===== config.mk =====
export PLATFORM = sky130hd
export DESIGN_NAME = switch_shift_reader
export DESIGN_NICKNAME = d
export VERILOG_FILES = /design/src/rtl/switch_pkg.sv /design/src/rtl/tick_gen.sv /design/src/rtl/switch_shift_reader.sv
export SDC_FILE = /design/constraint.sdc
export NUM_CORES = 1
export LEC_CHECK = 0
export ABC_AREA = 1
export BUFFER_PORTS_ARGS = -buffer_cell sky130_fd_sc_hd__buf_2
export CORE_MARGIN = 1
export CORE_UTILIZATION = 50
export DETAILED_ROUTE_END_ITERATION = 10
export PLACE_DENSITY = 0.68
export SLEW_MARGIN = 10
export SYNTH_ARGS = -nofsm -noshare
export SYNTH_HDL_FRONTEND = slang
export SYNTH_SLANG_ARGS = --single-unit
export TNS_END_PERCENT = 100

===== constraint.sdc =====
create_clock -name clk -period 1.7 [get_ports clk]
set_input_delay 0.085 -clock clk [delete_from_list [all_inputs] [get_ports clk]]
set_output_delay 0.085 -clock clk [all_outputs]
set_load 0.05 [all_outputs]

===== src/rtl/switch_pkg.sv =====
// Shared constants for the switch-board front-end: chain length, default
// timing/debounce parameters and the frame sequencer state encoding.
package switch_pkg;

   localparam int SW_WIDTH            = 16;
   localparam int DEF_CLK_DIV         = 4;
   localparam int DEF_DEBOUNCE_FRAMES = 4;

   typedef logic [1:0] state_t;

   localparam state_t ST_IDLE  = 2'd0;
   localparam state_t ST_LOAD  = 2'd1;
   localparam state_t ST_SHIFT = 2'd2;
   localparam state_t ST_EVAL  = 2'd3;

endpackage


===== src/rtl/tick_gen.sv =====
// Free-running divider: raises tick for one clock every CLK_DIV clocks.
// The first tick lands CLK_DIV clocks after reset is released.
module tick_gen
   import switch_pkg::*;
#(
   parameter int CLK_DIV = DEF_CLK_DIV
) (
   input  logic clk,
   input  logic rst_n,
   output logic tick
);

   localparam int CW = (CLK_DIV > 1) ? $clog2(CLK_DIV) : 1;
   localparam logic [CW-1:0] LAST = CW'(CLK_DIV - 1);

   logic [CW-1:0] cnt;

   // Count 0..CLK_DIV-1 and wrap.
   always_ff @(posedge clk or negedge rst_n) begin
      if (!rst_n) begin
         cnt <= '0;
      end else if (cnt == LAST) begin
         cnt <= '0;
      end else begin
         cnt <= cnt + CW'(1);
      end
   end

   assign tick = (cnt == LAST);

endmodule


===== src/rtl/switch_shift_reader.sv =====
// Switch-board front-end. Drives a 74HC165-style PISO chain (load, then
// 2 ticks per bit), assembles each frame MSB-first, debounces frames and
// presents a stable registered word to the LED driver.
//
// Every sequencer move happens on a tick. "sub" is the second half of each
// two-tick step: the second IDLE/LOAD/EVAL tick, or phase B of a bit.
// Frame timeline in ticks, T0 = load released:
//   T1,T3..T31 phase A (sample ser_in), T2..T32 phase B (sr_clk high),
//   T33 first EVAL tick (debounce, frame_valid), T34 load asserted,
//   T36 load released again.
module switch_shift_reader
   import switch_pkg::*;
#(
   parameter int WIDTH           = SW_WIDTH,
   parameter int CLK_DIV         = DEF_CLK_DIV,
   parameter int DEBOUNCE_FRAMES = DEF_DEBOUNCE_FRAMES
) (
   input  logic             clk,
   input  logic             rst_n,
   input  logic             ser_in,
   output logic             sr_load_n,
   output logic             sr_clk,
   output logic [WIDTH-1:0] switch_data,
   output logic             frame_valid,
   output logic             changed
);

   localparam int IDX_W = (WIDTH > 1) ? $clog2(WIDTH) : 1;
   localparam int CNT_W = (DEBOUNCE_FRAMES > 1) ? $clog2(DEBOUNCE_FRAMES) : 1;
   localparam logic [IDX_W-1:0] IDX_LAST = IDX_W'(WIDTH - 1);
   localparam logic [CNT_W-1:0] CNT_MAX  = CNT_W'(DEBOUNCE_FRAMES - 1);

   logic             tick;
   state_t           state;
   logic             sub;
   logic [IDX_W-1:0] bit_idx;
   logic [WIDTH-1:0] frame;
   logic [WIDTH-1:0] last_frame;
   logic [CNT_W-1:0] stable_cnt;
   logic             eval_tick;
   logic [WIDTH-1:0] next_last;
   logic [CNT_W-1:0] next_cnt;
   logic             take;

   tick_gen #(
      .CLK_DIV (CLK_DIV)
   ) u_tick_gen (
      .clk   (clk),
      .rst_n (rst_n),
      .tick  (tick)
   );

   assign eval_tick = tick && (state == ST_EVAL) && !sub;

   // Frame sequencer: chain control strobes, bit capture, frame_valid.
   always_ff @(posedge clk or negedge rst_n) begin
      if (!rst_n) begin
         state       <= ST_IDLE;
         sub         <= 1'b0;
         bit_idx     <= '0;
         frame       <= '0;
         sr_load_n   <= 1'b1;
         sr_clk      <= 1'b0;
         frame_valid <= 1'b0;
      end else begin
         frame_valid <= 1'b0;
         if (tick) begin
            sub <= ~sub;
            case (state)
               ST_IDLE: begin
                  if (sub) begin
                     state     <= ST_LOAD;
                     sr_load_n <= 1'b0;
                  end
               end
               ST_LOAD: begin
                  if (sub) begin
                     state     <= ST_SHIFT;
                     sr_load_n <= 1'b1;
                     bit_idx   <= '0;
                  end
               end
               ST_SHIFT: begin
                  if (!sub) begin
                     // First bit out of the chain lands in the MSB.
                     frame[IDX_LAST - bit_idx] <= ser_in;
                     sr_clk                    <= 1'b0;
                  end else begin
                     sr_clk <= 1'b1;
                     if (bit_idx == IDX_LAST) begin
                        state <= ST_EVAL;
                     end else begin
                        bit_idx <= bit_idx + IDX_W'(1);
                     end
                  end
               end
               ST_EVAL: begin
                  if (!sub) begin
                     sr_clk      <= 1'b0;
                     frame_valid <= 1'b1;
                  end else begin
                     state     <= ST_LOAD;
                     sr_load_n <= 1'b0;
                  end
               end
               default: begin
                  state <= ST_IDLE;
               end
            endcase
         end
      end
   end

   // Debounce step for the frame just captured: extend or restart the run.
   always_comb begin
      next_last = last_frame;
      next_cnt  = stable_cnt;
      if (frame == last_frame) begin
         if (stable_cnt != CNT_MAX) begin
            next_cnt = stable_cnt + CNT_W'(1);
         end
      end else begin
         next_last = frame;
         next_cnt  = '0;
      end
      take = (next_cnt == CNT_MAX) && (next_last != switch_data);
   end

   // Debounce state and the published word, updated once per frame.
   always_ff @(posedge clk or negedge rst_n) begin
      if (!rst_n) begin
         last_frame  <= '0;
         stable_cnt  <= '0;
         switch_data <= '0;
         changed     <= 1'b0;
      end else begin
         changed <= 1'b0;
         if (eval_tick) begin
            last_frame <= next_last;
            stable_cnt <= next_cnt;
            if (take) begin
               switch_data <= next_last;
               changed     <= 1'b1;
            end
         end
      end
   end

endmodule


==> results_dict.tcl <==
set metrics [dict create \
    p_int_w 0.00243 \
    period_share_pct 95.4 \
    cts.sinks 63 \
    syn_to_final_growth_pct 18.4 \
    syn_inst 474 \
    p_comb_share_pct 2.4 \
    crit_fanout 11 \
    power_frac_seq_pct 49.3 \
    worstPathRequired_ps 1930 \
    drive_gt1_share_pct 22.3 \
    syn_area_um2 3520 \
    grt_first_pass_wirelength_mm 13.2 \
    antenna_found_initial 0 \
    cp_top_family "simple AND/OR/NAND/NOR gates" \
    core_area_um2 6790 \
    crit_chain "buf_4 -> ha_2 -> nand3_4 -> a21oi_4 -> nand4_4 -> buf_12 -> nand2_2 -> nand2_1" \
    die_area_um2 7380 \
    r2r-end "switch_data[15]$_DFFE_PN0P_" \
    grt_pass1_vias 2764 \
    cp_slowest_cell "dfrtp_1" \
    crit_buf_inv 2 \
    final_common_cell "nand2_1" \
    hold_class "input port to flop" \
    insertedDiodeCount 0 \
    status "finished, final reports clean" \
    drt_first_iter_violations 170 \
    ys_seq_elements 63 \
    setup_viol 0 \
    nets 535 \
    crit_arrival_ps 1850 \
    power_leakage_nw 2.12 \
    hp-start "ser_in" \
    holdPathStages 3 \
    path_clk_slew_ps 70 \
    peakVddDrop_uv 402 \
    die_h_um 85.9 \
    syn-num-nets 486 \
    cts.htree.levels 3 \
    cts-root-buf "clkbuf_8" \
    wire_per_inst_um 12.7 \
    skew_ps 10.0 \
    holdPathEnd "frame[9]$_DFFE_PN0P_" \
    die_w_um 85.9 \
    ys_types 32 \
    grt_max_degree 41 \
    r2r_start "state[0]$_DFFE_PN0P_" \
    overflow 0 \
    worst_pin_slew_ps 523 \
    clk_path_buf_depth 2 \
    final.min_clock_period_ps 1620 \
    post_dp_cell_area_um2 3800 \
    start_kind "flop" \
    wirelength_mm 7.95 \
    hold_violations 0 \
    timing.max_slew.rel_slack_pct 65.1 \
    cts_tree "built" \
    nFillCells 624 \
    synth_area_leader_cell "dfrtp_1" \
    postRouteAntennaNets 0 \
    synth_top_area_share_pct 44.1 \
    vias 3005 \
    powerDensity_nw_per_um2 734 \
    routed_via_density 4.82 \
    grt_usage_pct 23.5 \
    r2r_cells 8 \
    power_switching_w 0.000631 \
    gp_congestion 0.874 \
    design_area_um2 4170 \
    maxSlewViolCount 0 \
    clock_latency_ps 350 \
    drtPass1Iterations 4 \
    synthTopCellsByArea "dfrtp_1, nand2_1, o21ai_0" \
    final_cell_mix "nand2_1, dfrtp_1, inv_1, o21ai_0, nor2_1" \
    switching_share_pct 20.6 \
    path_class "flop to flop" \
    cts-buffers-inserted 9 \
    initial_core_util_pct 51.8 \
    ys_seq_area_share_pct 44.8 \
    cap_violations 0 \
    ios 23 \
    p_clk_share_pct 48.2 \
    max_freq_ghz 0.617 \
    rows 30 \
    place_hpwl_mm 5.51 \
    r2r_slack_ps 80 \
    syn_avg_cell_area_um2 7.43 \
    slowest_delay_ps 380 \
    drc_errors 0 \
    crit_path_end_kind "flop" \
    port_buffers 22 \
    yosys_warnings 0 \
    whs_ps 123 \
]
Yosys cell counts:
cell type	number
nand2_1	174
dfrtp_1	62
inv_1	57
o21ai_0	43
nor2_1	34
inv_2	16
nand2_2	16
nand4_1	16
nand3_1	12
ha_1	9
clkbuf_1	4
nor2_2	3
nor2_4	3
a21oi_1	2
buf_6	2
buf_8	2
clkinv_1	2
nor3_1	2
xor2_1	2
a21oi_4	1
a31oi_1	1
buf_2	1
buf_4	1
dfstp_2	1
nand2_4	1
nand3_4	1
nand4_4	1
nor2_8	1
nor3b_1	1
o22ai_1	1
o31ai_1	1
xnor2_1	1
cell type report:
class,count,area (um^2),share of cell area [%]
timing repair buffer,48,344,8.25
clock buffer,13,159,3.81
multi-input combinational,326,1620,38.8
clock inverter,3,65.1,1.56
sequential,63,1580,37.9
tap,96,120,2.88
inverter,75,284,6.81
layer usage:
| metal | GRT usage, % | routed length (um) | share of wire, % |
|---|---|---|---|
| met5 | 0 | 0 | 0 |
| met2 | 36.9 | 3710 | 47 |
| met1 | 31.7 | 3860 | 49 |
| met3 | 3.75 | 221 | 2.8 |
| met4 | 11.2 | 154 | 1.9 |
registers in the layout (all words and copies together) (netlist names):
| name | flops |
|---|---|
| frame | 16 |
| changed | 1 |
| last_frame | 16 |
| stable_cnt | 2 |
| sub | 1 |
| state | 2 |
| frame_valid | 1 |
| sr_load_n | 1 |
| sr_clk | 1 |
| u_tick_gen.cnt | 2 |
| switch_data | 16 |
| bit_idx | 4 |
worst max-delay path by stage:
stage          cells past startpoint                        start                     endpoint  slack (ps)
6_report                           8         state[0]$_DFFE_PN0P_  switch_data[15]$_DFFE_PN0P_          80
2_1_floorplan                     11  switch_data[14]$_DFFE_PN0P_  switch_data[14]$_DFFE_PN0P_          60
4_1_cts                            9         state[0]$_DFFE_PN0P_       bit_idx[2]$_DFFE_PN0P_           7
5_1_grt                           12         frame[3]$_DFFE_PN0P_  switch_data[10]$_DFFE_PN0P_         -20
3_5_place_dp                       9         state[0]$_DFFE_PN0P_       bit_idx[2]$_DFFE_PN0P_          40
3_3_place_gp                       6         state[0]$_DFFE_PN0P_         state[1]$_DFFE_PN0P_          70
timing repair:
item | 4_1_cts | 5_1_grt
hold buffers | 1 | 0
endpoints found under the hold margin | 62 | 0
resized for setup | 0 | 22
setup buffers | 0 | 11
setup endpoints to repair | 0 | 38
stage by stage:
step	power (W)	instances	setup TNS (ps)	setup slack, ps	util [%]
6_report	0.00306	624	0	78.4	61.4
3_3_place_gp	0.00161	596	0	73.8	55.9
5_1_grt	0.00315	624	-233	-23.6	61.4
3_5_place_dp	0.00161	596	0	42.1	55.9
2_1_floorplan	0.00157	474	0	59.3	-
4_1_cts	0.00309	613	0	6.56	59.4
kinds of logic (layout without fill, tap and decap cells):
kind of cell | count (synthesis) | in the layout | synth area share, %
AO/OA/AOI/OAI | 49 | 49 | 7.43
XOR/XNOR | 3 | 3 | 0.746
adder cells (fa/ha/maj) | 9 | 9 | 3.20
buffers and inverters | 85 | 139 | 10.3
flip-flops | 63 | 63 | 44.8
AND/OR/NAND/NOR | 265 | 265 | 33.5
power groups by stage:
stage               logic [W]  registers [W]  clock network [W]
floorplan           0.0000287        0.00154                  0
global placement    0.0000683        0.00154                  0
detailed placement  0.0000693        0.00154                  0
CTS                 0.0000710        0.00151            0.00151
global route        0.0000873        0.00151            0.00156
finish              0.0000749        0.00151            0.00148
tightest hold or removal path, cell delays in order:
cell     delay, ps
buf_2          180
nand2_1         90
o21ai_0         60
Note: power is estimated with default switching activity, not from simulation.
